[src/rtl/rom_bus_ctrl_pkg.sv]
// Shared types and constants for the Z80 ROM bus controller.
// The optional ROM page register is enabled with `ROM_PAGING_EN.
package rom_bus_pkg;

    typedef enum logic [1:0] {
        ST_IDLE   = 2'd0,
        ST_ACCESS = 2'd1,
        ST_HOLD   = 2'd2
    } rom_state_t;

    localparam logic [1:0] ROM_REGION      = 2'b00;
    localparam logic [7:0] PG_PORT_DEFAULT = 8'hF7;
    localparam int         CNT_W           = 4;

    function automatic logic is_rom_addr(input logic [15:0] a);
        return a[15:14] == ROM_REGION;
    endfunction

endpackage

[src/rtl/rom_bus_ctrl_if.sv]
// Z80 CPU side and ROM side signals of the ROM bus controller.
// The slave modport is the controller; the master modport is the CPU/ROM environment.
interface rom_bus_ctrl_if;
    logic [15:0] za;
    logic [7:0]  zd_in;
    logic        mreq_n;
    logic        iorq_n;
    logic        rd_n;
    logic        wr_n;
    logic        rfsh_n;
    logic [15:0] rom_a;
    logic [1:0]  rom_pg;
    logic        rom_ce_n;
    logic [7:0]  rom_d;
    logic [7:0]  zd_out;
    logic        zd_oe;
    logic        wait_n;

    modport slave (
        input  za, zd_in, mreq_n, iorq_n, rd_n, wr_n, rfsh_n, rom_d,
        output rom_a, rom_pg, rom_ce_n, zd_out, zd_oe, wait_n
    );

    modport master (
        output za, zd_in, mreq_n, iorq_n, rd_n, wr_n, rfsh_n, rom_d,
        input  rom_a, rom_pg, rom_ce_n, zd_out, zd_oe, wait_n
    );
endinterface

[src/rtl/rom_bus_ctrl_sync2.sv]
// Two-flop synchronizer for an active-low Z80 strobe.
// Resets to 1 so a strobe reads as inactive until it has crossed both flops.
module sync2 (
    input  logic clk,
    input  logic rst,
    input  logic i_d,
    output logic o_q
);
    logic r_meta;
    logic r_sync;

    always_ff @(posedge clk or posedge rst) begin
        if (rst) begin
            r_meta <= 1'b1;
            r_sync <= 1'b1;
        end else begin
            r_meta <= i_d;
            r_sync <= r_meta;
        end
    end

    assign o_q = r_sync;
endmodule

[src/rtl/rom_bus_ctrl.sv]
// Z80 ROM read sequencer: synchronizes the strobes, enables the ROM for WAIT_CYCLES
// with WAIT asserted, then drives the latched byte until the cycle ends. `ROM_PAGING_EN adds a page register.
//
// state     | meaning
// ST_IDLE   | no ROM cycle, waiting for a synchronized ROM read
// ST_ACCESS | rom_ce_n low, wait_n low, counting down to data capture
// ST_HOLD   | zd_out driven until mreq or rd is released
module rom_bus_ctrl
    import rom_bus_pkg::*;
#(
    parameter int unsigned WAIT_CYCLES = 2,
    parameter logic [7:0]  PG_PORT     = PG_PORT_DEFAULT
) (
    input logic           fclk,
    input logic           rst,
    rom_bus_ctrl_if.slave bus
);
    localparam logic [CNT_W-1:0] CNT_LOAD = CNT_W'(WAIT_CYCLES - 1);

    logic w_mreq_n;
    logic w_rd_n;
    logic w_rfsh_n;

    sync2 u_sync_mreq (.clk(fclk), .rst(rst), .i_d(bus.mreq_n), .o_q(w_mreq_n));
    sync2 u_sync_rd   (.clk(fclk), .rst(rst), .i_d(bus.rd_n),   .o_q(w_rd_n));
    sync2 u_sync_rfsh (.clk(fclk), .rst(rst), .i_d(bus.rfsh_n), .o_q(w_rfsh_n));

    rom_state_t       r_state;
    rom_state_t       w_state_nxt;
    logic [CNT_W-1:0] r_cnt;
    logic [CNT_W-1:0] w_cnt_nxt;
    logic [15:0]      r_rom_a;
    logic [15:0]      w_rom_a_nxt;
    logic             r_ce_n;
    logic             w_ce_n_nxt;
    logic [7:0]       r_zd_out;
    logic [7:0]       w_zd_out_nxt;
    logic             r_zd_oe;
    logic             w_zd_oe_nxt;
    logic             r_wait_n;
    logic             w_wait_n_nxt;

    logic w_rom_req;
    logic w_release;

    assign w_rom_req = !w_mreq_n && !w_rd_n && w_rfsh_n && is_rom_addr(bus.za);
    assign w_release = w_mreq_n || w_rd_n;

    always_ff @(posedge fclk or posedge rst) begin
        if (rst) begin
            r_state  <= ST_IDLE;
            r_cnt    <= '0;
            r_rom_a  <= 16'h0000;
            r_ce_n   <= 1'b1;
            r_zd_out <= 8'hFF;
            r_zd_oe  <= 1'b0;
            r_wait_n <= 1'b1;
        end else begin
            r_state  <= w_state_nxt;
            r_cnt    <= w_cnt_nxt;
            r_rom_a  <= w_rom_a_nxt;
            r_ce_n   <= w_ce_n_nxt;
            r_zd_out <= w_zd_out_nxt;
            r_zd_oe  <= w_zd_oe_nxt;
            r_wait_n <= w_wait_n_nxt;
        end
    end

    always_comb begin
        w_state_nxt  = r_state;
        w_cnt_nxt    = r_cnt;
        w_rom_a_nxt  = r_rom_a;
        w_ce_n_nxt   = r_ce_n;
        w_zd_out_nxt = r_zd_out;
        w_zd_oe_nxt  = r_zd_oe;
        w_wait_n_nxt = r_wait_n;
        case (r_state)
            ST_IDLE: begin
                if (w_rom_req) begin
                    w_state_nxt  = ST_ACCESS;
                    w_rom_a_nxt  = bus.za;
                    w_ce_n_nxt   = 1'b0;
                    w_wait_n_nxt = 1'b0;
                    w_cnt_nxt    = CNT_LOAD;
                end
            end
            ST_ACCESS: begin
                // An abort wins over a capture due in the same cycle; zd_out keeps its old byte.
                if (w_release) begin
                    w_state_nxt  = ST_IDLE;
                    w_ce_n_nxt   = 1'b1;
                    w_wait_n_nxt = 1'b1;
                    w_zd_oe_nxt  = 1'b0;
                end else if (r_cnt == '0) begin
                    w_state_nxt  = ST_HOLD;
                    w_zd_out_nxt = bus.rom_d;
                    w_ce_n_nxt   = 1'b1;
                    w_zd_oe_nxt  = 1'b1;
                    w_wait_n_nxt = 1'b1;
                end else begin
                    w_cnt_nxt = r_cnt - 1'b1;
                end
            end
            ST_HOLD: begin
                if (w_release) begin
                    w_state_nxt = ST_IDLE;
                    w_zd_oe_nxt = 1'b0;
                end
            end
            default: begin
                w_state_nxt  = ST_IDLE;
                w_ce_n_nxt   = 1'b1;
                w_zd_oe_nxt  = 1'b0;
                w_wait_n_nxt = 1'b1;
            end
        endcase
    end

    assign bus.rom_a    = r_rom_a;
    assign bus.rom_ce_n = r_ce_n;
    assign bus.zd_out   = r_zd_out;
    assign bus.zd_oe    = r_zd_oe;
    assign bus.wait_n   = r_wait_n;

`ifdef ROM_PAGING_EN
    logic       w_iorq_n;
    logic       w_wr_n;
    logic       w_pg_wr;
    logic       r_pg_wr_d;
    logic [1:0] r_rom_pg;

    sync2 u_sync_iorq (.clk(fclk), .rst(rst), .i_d(bus.iorq_n), .o_q(w_iorq_n));
    sync2 u_sync_wr   (.clk(fclk), .rst(rst), .i_d(bus.wr_n),   .o_q(w_wr_n));

    assign w_pg_wr = !w_iorq_n && !w_wr_n && (bus.za[7:0] == PG_PORT);

    // Load only on the first cycle of the strobe so a long OUT cycle writes once.
    always_ff @(posedge fclk or posedge rst) begin
        if (rst) begin
            r_pg_wr_d <= 1'b0;
            r_rom_pg  <= 2'b00;
        end else begin
            r_pg_wr_d <= w_pg_wr;
            if (w_pg_wr && !r_pg_wr_d) begin
                r_rom_pg <= bus.zd_in[1:0];
            end
        end
    end

    assign bus.rom_pg = r_rom_pg;
`else
    assign bus.rom_pg = 2'b00;
`endif

endmodule

[src/flat_wrapper.sv]
// flat-port wrapper written by rule: the top's interface ports become plain ports
module rom_bus_ctrl_flat import rom_bus_pkg::*;
#(
    parameter int unsigned WAIT_CYCLES = 2,
    parameter logic [7:0]  PG_PORT     = PG_PORT_DEFAULT
)
  (fclk, rst, bus_za, bus_zd_in, bus_mreq_n, bus_iorq_n, bus_rd_n, bus_wr_n, bus_rfsh_n, bus_rom_d, bus_rom_a, bus_rom_pg, bus_rom_ce_n, bus_zd_out, bus_zd_oe, bus_wait_n);
  rom_bus_ctrl_if bus_i ();
  input logic fclk;
  input logic rst;
  input wire logic [$bits(bus_i.za)-1:0] bus_za;
  input wire logic [$bits(bus_i.zd_in)-1:0] bus_zd_in;
  input wire logic [$bits(bus_i.mreq_n)-1:0] bus_mreq_n;
  input wire logic [$bits(bus_i.iorq_n)-1:0] bus_iorq_n;
  input wire logic [$bits(bus_i.rd_n)-1:0] bus_rd_n;
  input wire logic [$bits(bus_i.wr_n)-1:0] bus_wr_n;
  input wire logic [$bits(bus_i.rfsh_n)-1:0] bus_rfsh_n;
  input wire logic [$bits(bus_i.rom_d)-1:0] bus_rom_d;
  output wire logic [$bits(bus_i.rom_a)-1:0] bus_rom_a;
  output wire logic [$bits(bus_i.rom_pg)-1:0] bus_rom_pg;
  output wire logic [$bits(bus_i.rom_ce_n)-1:0] bus_rom_ce_n;
  output wire logic [$bits(bus_i.zd_out)-1:0] bus_zd_out;
  output wire logic [$bits(bus_i.zd_oe)-1:0] bus_zd_oe;
  output wire logic [$bits(bus_i.wait_n)-1:0] bus_wait_n;
  assign bus_i.za = bus_za;
  assign bus_i.zd_in = bus_zd_in;
  assign bus_i.mreq_n = bus_mreq_n;
  assign bus_i.iorq_n = bus_iorq_n;
  assign bus_i.rd_n = bus_rd_n;
  assign bus_i.wr_n = bus_wr_n;
  assign bus_i.rfsh_n = bus_rfsh_n;
  assign bus_i.rom_d = bus_rom_d;
  assign bus_rom_a = bus_i.rom_a;
  assign bus_rom_pg = bus_i.rom_pg;
  assign bus_rom_ce_n = bus_i.rom_ce_n;
  assign bus_zd_out = bus_i.zd_out;
  assign bus_zd_oe = bus_i.zd_oe;
  assign bus_wait_n = bus_i.wait_n;
  rom_bus_ctrl #(.WAIT_CYCLES(WAIT_CYCLES), .PG_PORT(PG_PORT)) u_core (.fclk(fclk), .rst(rst), .bus(bus_i));
endmodule
[config.mk]
export PLATFORM = sky130hd
export DESIGN_NAME = rom_bus_ctrl_flat
export DESIGN_NICKNAME = d
export VERILOG_FILES = /design/src/rtl/rom_bus_ctrl_pkg.sv /design/src/rtl/rom_bus_ctrl_if.sv /design/src/rtl/rom_bus_ctrl_sync2.sv /design/src/rtl/rom_bus_ctrl.sv /design/src/flat_wrapper.sv
export SDC_FILE = /design/constraint.sdc
export NUM_CORES = 1
export LEC_CHECK = 0
export BUFFER_PORTS_ARGS = -buffer_cell sky130_fd_sc_hd__buf_2
export CORE_ASPECT_RATIO = 2
export CORE_MARGIN = 2
export CORE_UTILIZATION = 46
export CTS_BUF_LIST = sky130_fd_sc_hd__clkbuf_4 sky130_fd_sc_hd__clkbuf_8 sky130_fd_sc_hd__clkbuf_16
export CTS_CLUSTER_DIAMETER = 50
export CTS_CLUSTER_SIZE = 30
export DETAILED_ROUTE_END_ITERATION = 8
export HOLD_SLACK_MARGIN = 0.06
export MAX_ROUTING_LAYER = met4
export PLACE_DENSITY_LB_ADDON = 0.2
export REMOVE_ABC_BUFFERS = 1
export SETUP_SLACK_MARGIN = 0.3
export SLEW_MARGIN = 20
export SYNTH_ARGS = -nofsm -noshare
export SYNTH_HDL_FRONTEND = slang
export SYNTH_SLANG_ARGS = --single-unit
[constraint.sdc]
create_clock -name fclk -period 1.72 [get_ports fclk]
set_input_delay 0.172 -clock fclk [delete_from_list [all_inputs] [get_ports fclk]]
set_output_delay 0.172 -clock fclk [all_outputs]
set_load 0.005 [all_outputs]
==> results.yml <==
floorplan:
  dieHeight_um: 85.8
  rows: 29
  die_w_um: 44.9
  pin_count: 68
  core_area_mm2: 0.00319
  dieArea_mm2: 0.00386
  start_util: 0.482
placement:
  hpwlAfterDp_um: 2190
  dpl.cell_count: 189
  place_congestion: 0.808
  port_buffers: 55
  placed_cell_area_mm2: 0.00184
logic_synthesis:
  synth_most_common_cell: "dfrtp_1"
  synth.top_cells.by_count: "23 x dfrtp_1, 22 x mux2_2, 15 x dfstp_2"
  netlist_area_mm2: 0.00154
  synth_cells: 104
  synth-edff-count: 0
  synth_top_cell_by_area: "dfrtp_1"
  synth_seq_area_share: 0.630
  synth-warning-count: 0
  ys_ff_latch: 38
  yosysUniqueCellTypes: 32
  synth-async-reset-ratio: 1.00
  synth-main-ff-cell: "dfrtp_1"
  yosysTopAreaCellShare: 0.374
  syn_avg_cell_area_um2: 14.8
  synth.area.top_cells: "dfrtp_1 37%, dfstp_2 26%, mux2_2 16%"
min_path:
  hp-class: "input pin to flop"
worst_setup_path:
  worstSetupStartpointType: "flop"
  slowest_stage: "dfrtp_1"
  required_ns: 1.90
  path_class: "flop to flop"
  crit_chain: "inv_2 -> ha_4 -> nor3b_4 -> nand3b_4 -> and2_4 -> a211o_1"
  cp_data_arrival_time_ns: 1.73
  crit_buf_inv: 1
  critPathCaptureType: "flop"
  crit_family: "simple AND/OR/NAND/NOR gates"
  crit_fanout: 5
  cpPeakStageDelay_ns: 0.38
global_route:
  busiest_layer: "met2"
  met3_usage: 0.0379
  grt_antenna_before_repair: 0
  grt_max_degree: 39
  grt_use_total: 0.194
  grt_pass1_vias: 1164
  use_met1: 0.195
  gr-total-overflow: 0
  grtUsageMet2: 0.336
  grt_pass1_wl_um: 5200
sta:
  timing_hold_violations_final: 0
  rsz0062_at_grt: "yes"
  clock.fmax_ghz: 0.644
  setup_tns_ns: 0
  hold_slack_ns: 0.114
  setup_violations: 0
  post-route-min-period_ns: 1.55
  skew_ns: 0.00247
  slew_violations: 0
  fin_crit_sh: 0.902
pwr:
  p_leak_nw: 1.09
  peakVddDrop_mv: 0.799
  p_per_area_mw_per_mm2: 1020
clock_tree:
  cts_sinks: 38
  path_clk_slew_ns: 0.07
  numCtsBuffers: 5
  cts.path.max_buffers: 2
  insertion_delay_ns: 0.29
  tritoncts: "yes"
  h-tree-depth: 2
  cts-root-buf: "clkbuf_8"
drt:
  drc_errors: 0
  routedWlPerCell_um: 14.9
  vias_per_cell: 5.06
  initialDrtViolationCount: 9
  detail_route.first_pass.iterations: 3
  route.vias.total: 1067
  ant_nets: 0
  routed_wl_um: 3140
cells_and_area:
  diodes: 0
  num-fill-cells: 248
  syn2layout_area_growth_pct: 38.7
  stdcell_area_mm2: 0.00214
  nets: 220
  fin_cells: 211
  layout-drive-gt1-share: 0.711
job:
  drv_cap: 0
run_status:
  outcome: "completed"
## per-stage QoR
stage / total power [W] / util / setup slack (ns)
global placement: 0.00145 / 0.577 / 0.119
CTS: 0.00219 / 0.649 / 0.175
global route: 0.00230 / 0.669 / 0.0896
detailed placement: 0.00148 / 0.577 / 0.0668
finish: 0.00218 / 0.669 / 0.168
floorplan: 0.00130 / - / 0.0374
## area by class of cell
| class | count | area (um^2) | area share |
|---|---|---|---|
| Clock buffer | 7 | 90.1 | 0.0422 |
| Clock inverter | 1 | 5.00 | 0.00234 |
| Tap cell | 31 | 38.8 | 0.0182 |
| Inverter | 6 | 22.5 | 0.0105 |
| Timing Repair Buffer | 72 | 447 | 0.209 |
| Multi-Input combinational cell | 56 | 563 | 0.264 |
| Sequential cell | 38 | 970 | 0.454 |
## repair_timing
action,CTS,global route
cloned,0,1
hold endpoints to repair,26,0
pin swaps,3,2
setup buffers,7,2
hold buffers,4,0
resized for setup,11,5
setup endpoints to repair,30,30
## power breakdown
part | switching, W | leakage (nW) | internal, W
Combinational | 0.000174 | 0.588 | 0.000258
Clock | 0.000288 | 0.0517 | 0.000339
Sequential | 0.0000814 | 0.450 | 0.00104
## path summary, 6_finish.rpt
path	startpoint	endpoint	slack, ns	depth (start not counted)
max	u_core.r_cnt[1]	u_core.r_cnt[3]	0.17	6
min	bus_rom_d[4]	u_core.bus.zd_out[4]	0.11	2
max reg2reg	u_core.r_cnt[1]	u_core.r_cnt[3]	0.17	6
min reg2reg	u_core.u_sync_mreq.r_meta	u_core.u_sync_mreq.o_q	0.36	0
max in group asynchronous	rst	u_core.u_sync_rfsh.o_q	0.84	4
min in group asynchronous	rst	u_core.bus.rom_a[11]	0.53	4
## sequential cells by signal, summed over array words and instances (netlist names)
signal / flops
u_core.bus.rom_a: 16
u_core.bus.zd_out: 8
u_core.r_cnt: 4
u_core.r_state: 2
u_core.bus.rom_ce_n: 1
u_core.bus.zd_oe: 1
u_core.u_sync_mreq.o_q: 1
u_core.u_sync_mreq.r_meta: 1
u_core.u_sync_rd.o_q: 1
u_core.u_sync_rd.r_meta: 1
u_core.u_sync_rfsh.o_q: 1
u_core.u_sync_rfsh.r_meta: 1
## kinds of logic (layout without fill, tap and decap cells)
family                     Yosys count  in the layout  share of synthesized area
other                                1              2                    0.00243
muxes                               22             22                      0.161
DFF                                 38             38                      0.630
buffers and inverters               11             86                     0.0398
and+or+nand+nor                     21             21                      0.102
adders and majority gates            3              3                     0.0227
AOI/OAI and AO/OA                    8              8                     0.0431
## layer usage
| layer | share of wire | vias to the layer above |
|---|---|---|
| met4 | 0.032 | 0 |
| li1 | - | 502 |
| met1 | 0.33 | 525 |
| met3 | 0.036 | 10 |
| met5 | 0 | - |
| met2 | 0.60 | 30 |
## cell usage in the layout, fill, tap and decap left out, drive strengths merged
cell          n
and2          3
nor2          3
and3          1
a21oi         2
and2b         1
a21o          1
nand3         4
or3           1
maj3          1
dfstp        15
inv           6
buf          67
clkinv        1
conb          2
a211o         1
nor3b         2
nand3b        1
a22o          1
o31ai         1
nor4b         1
nand2         3
dfrtp        23
nor3          1
clkbuf        8
dlygate4sd3   4
mux2         22
o2bb2ai       1
ha            2
a2111oi       1
Power figures use the tool's default switching activity.
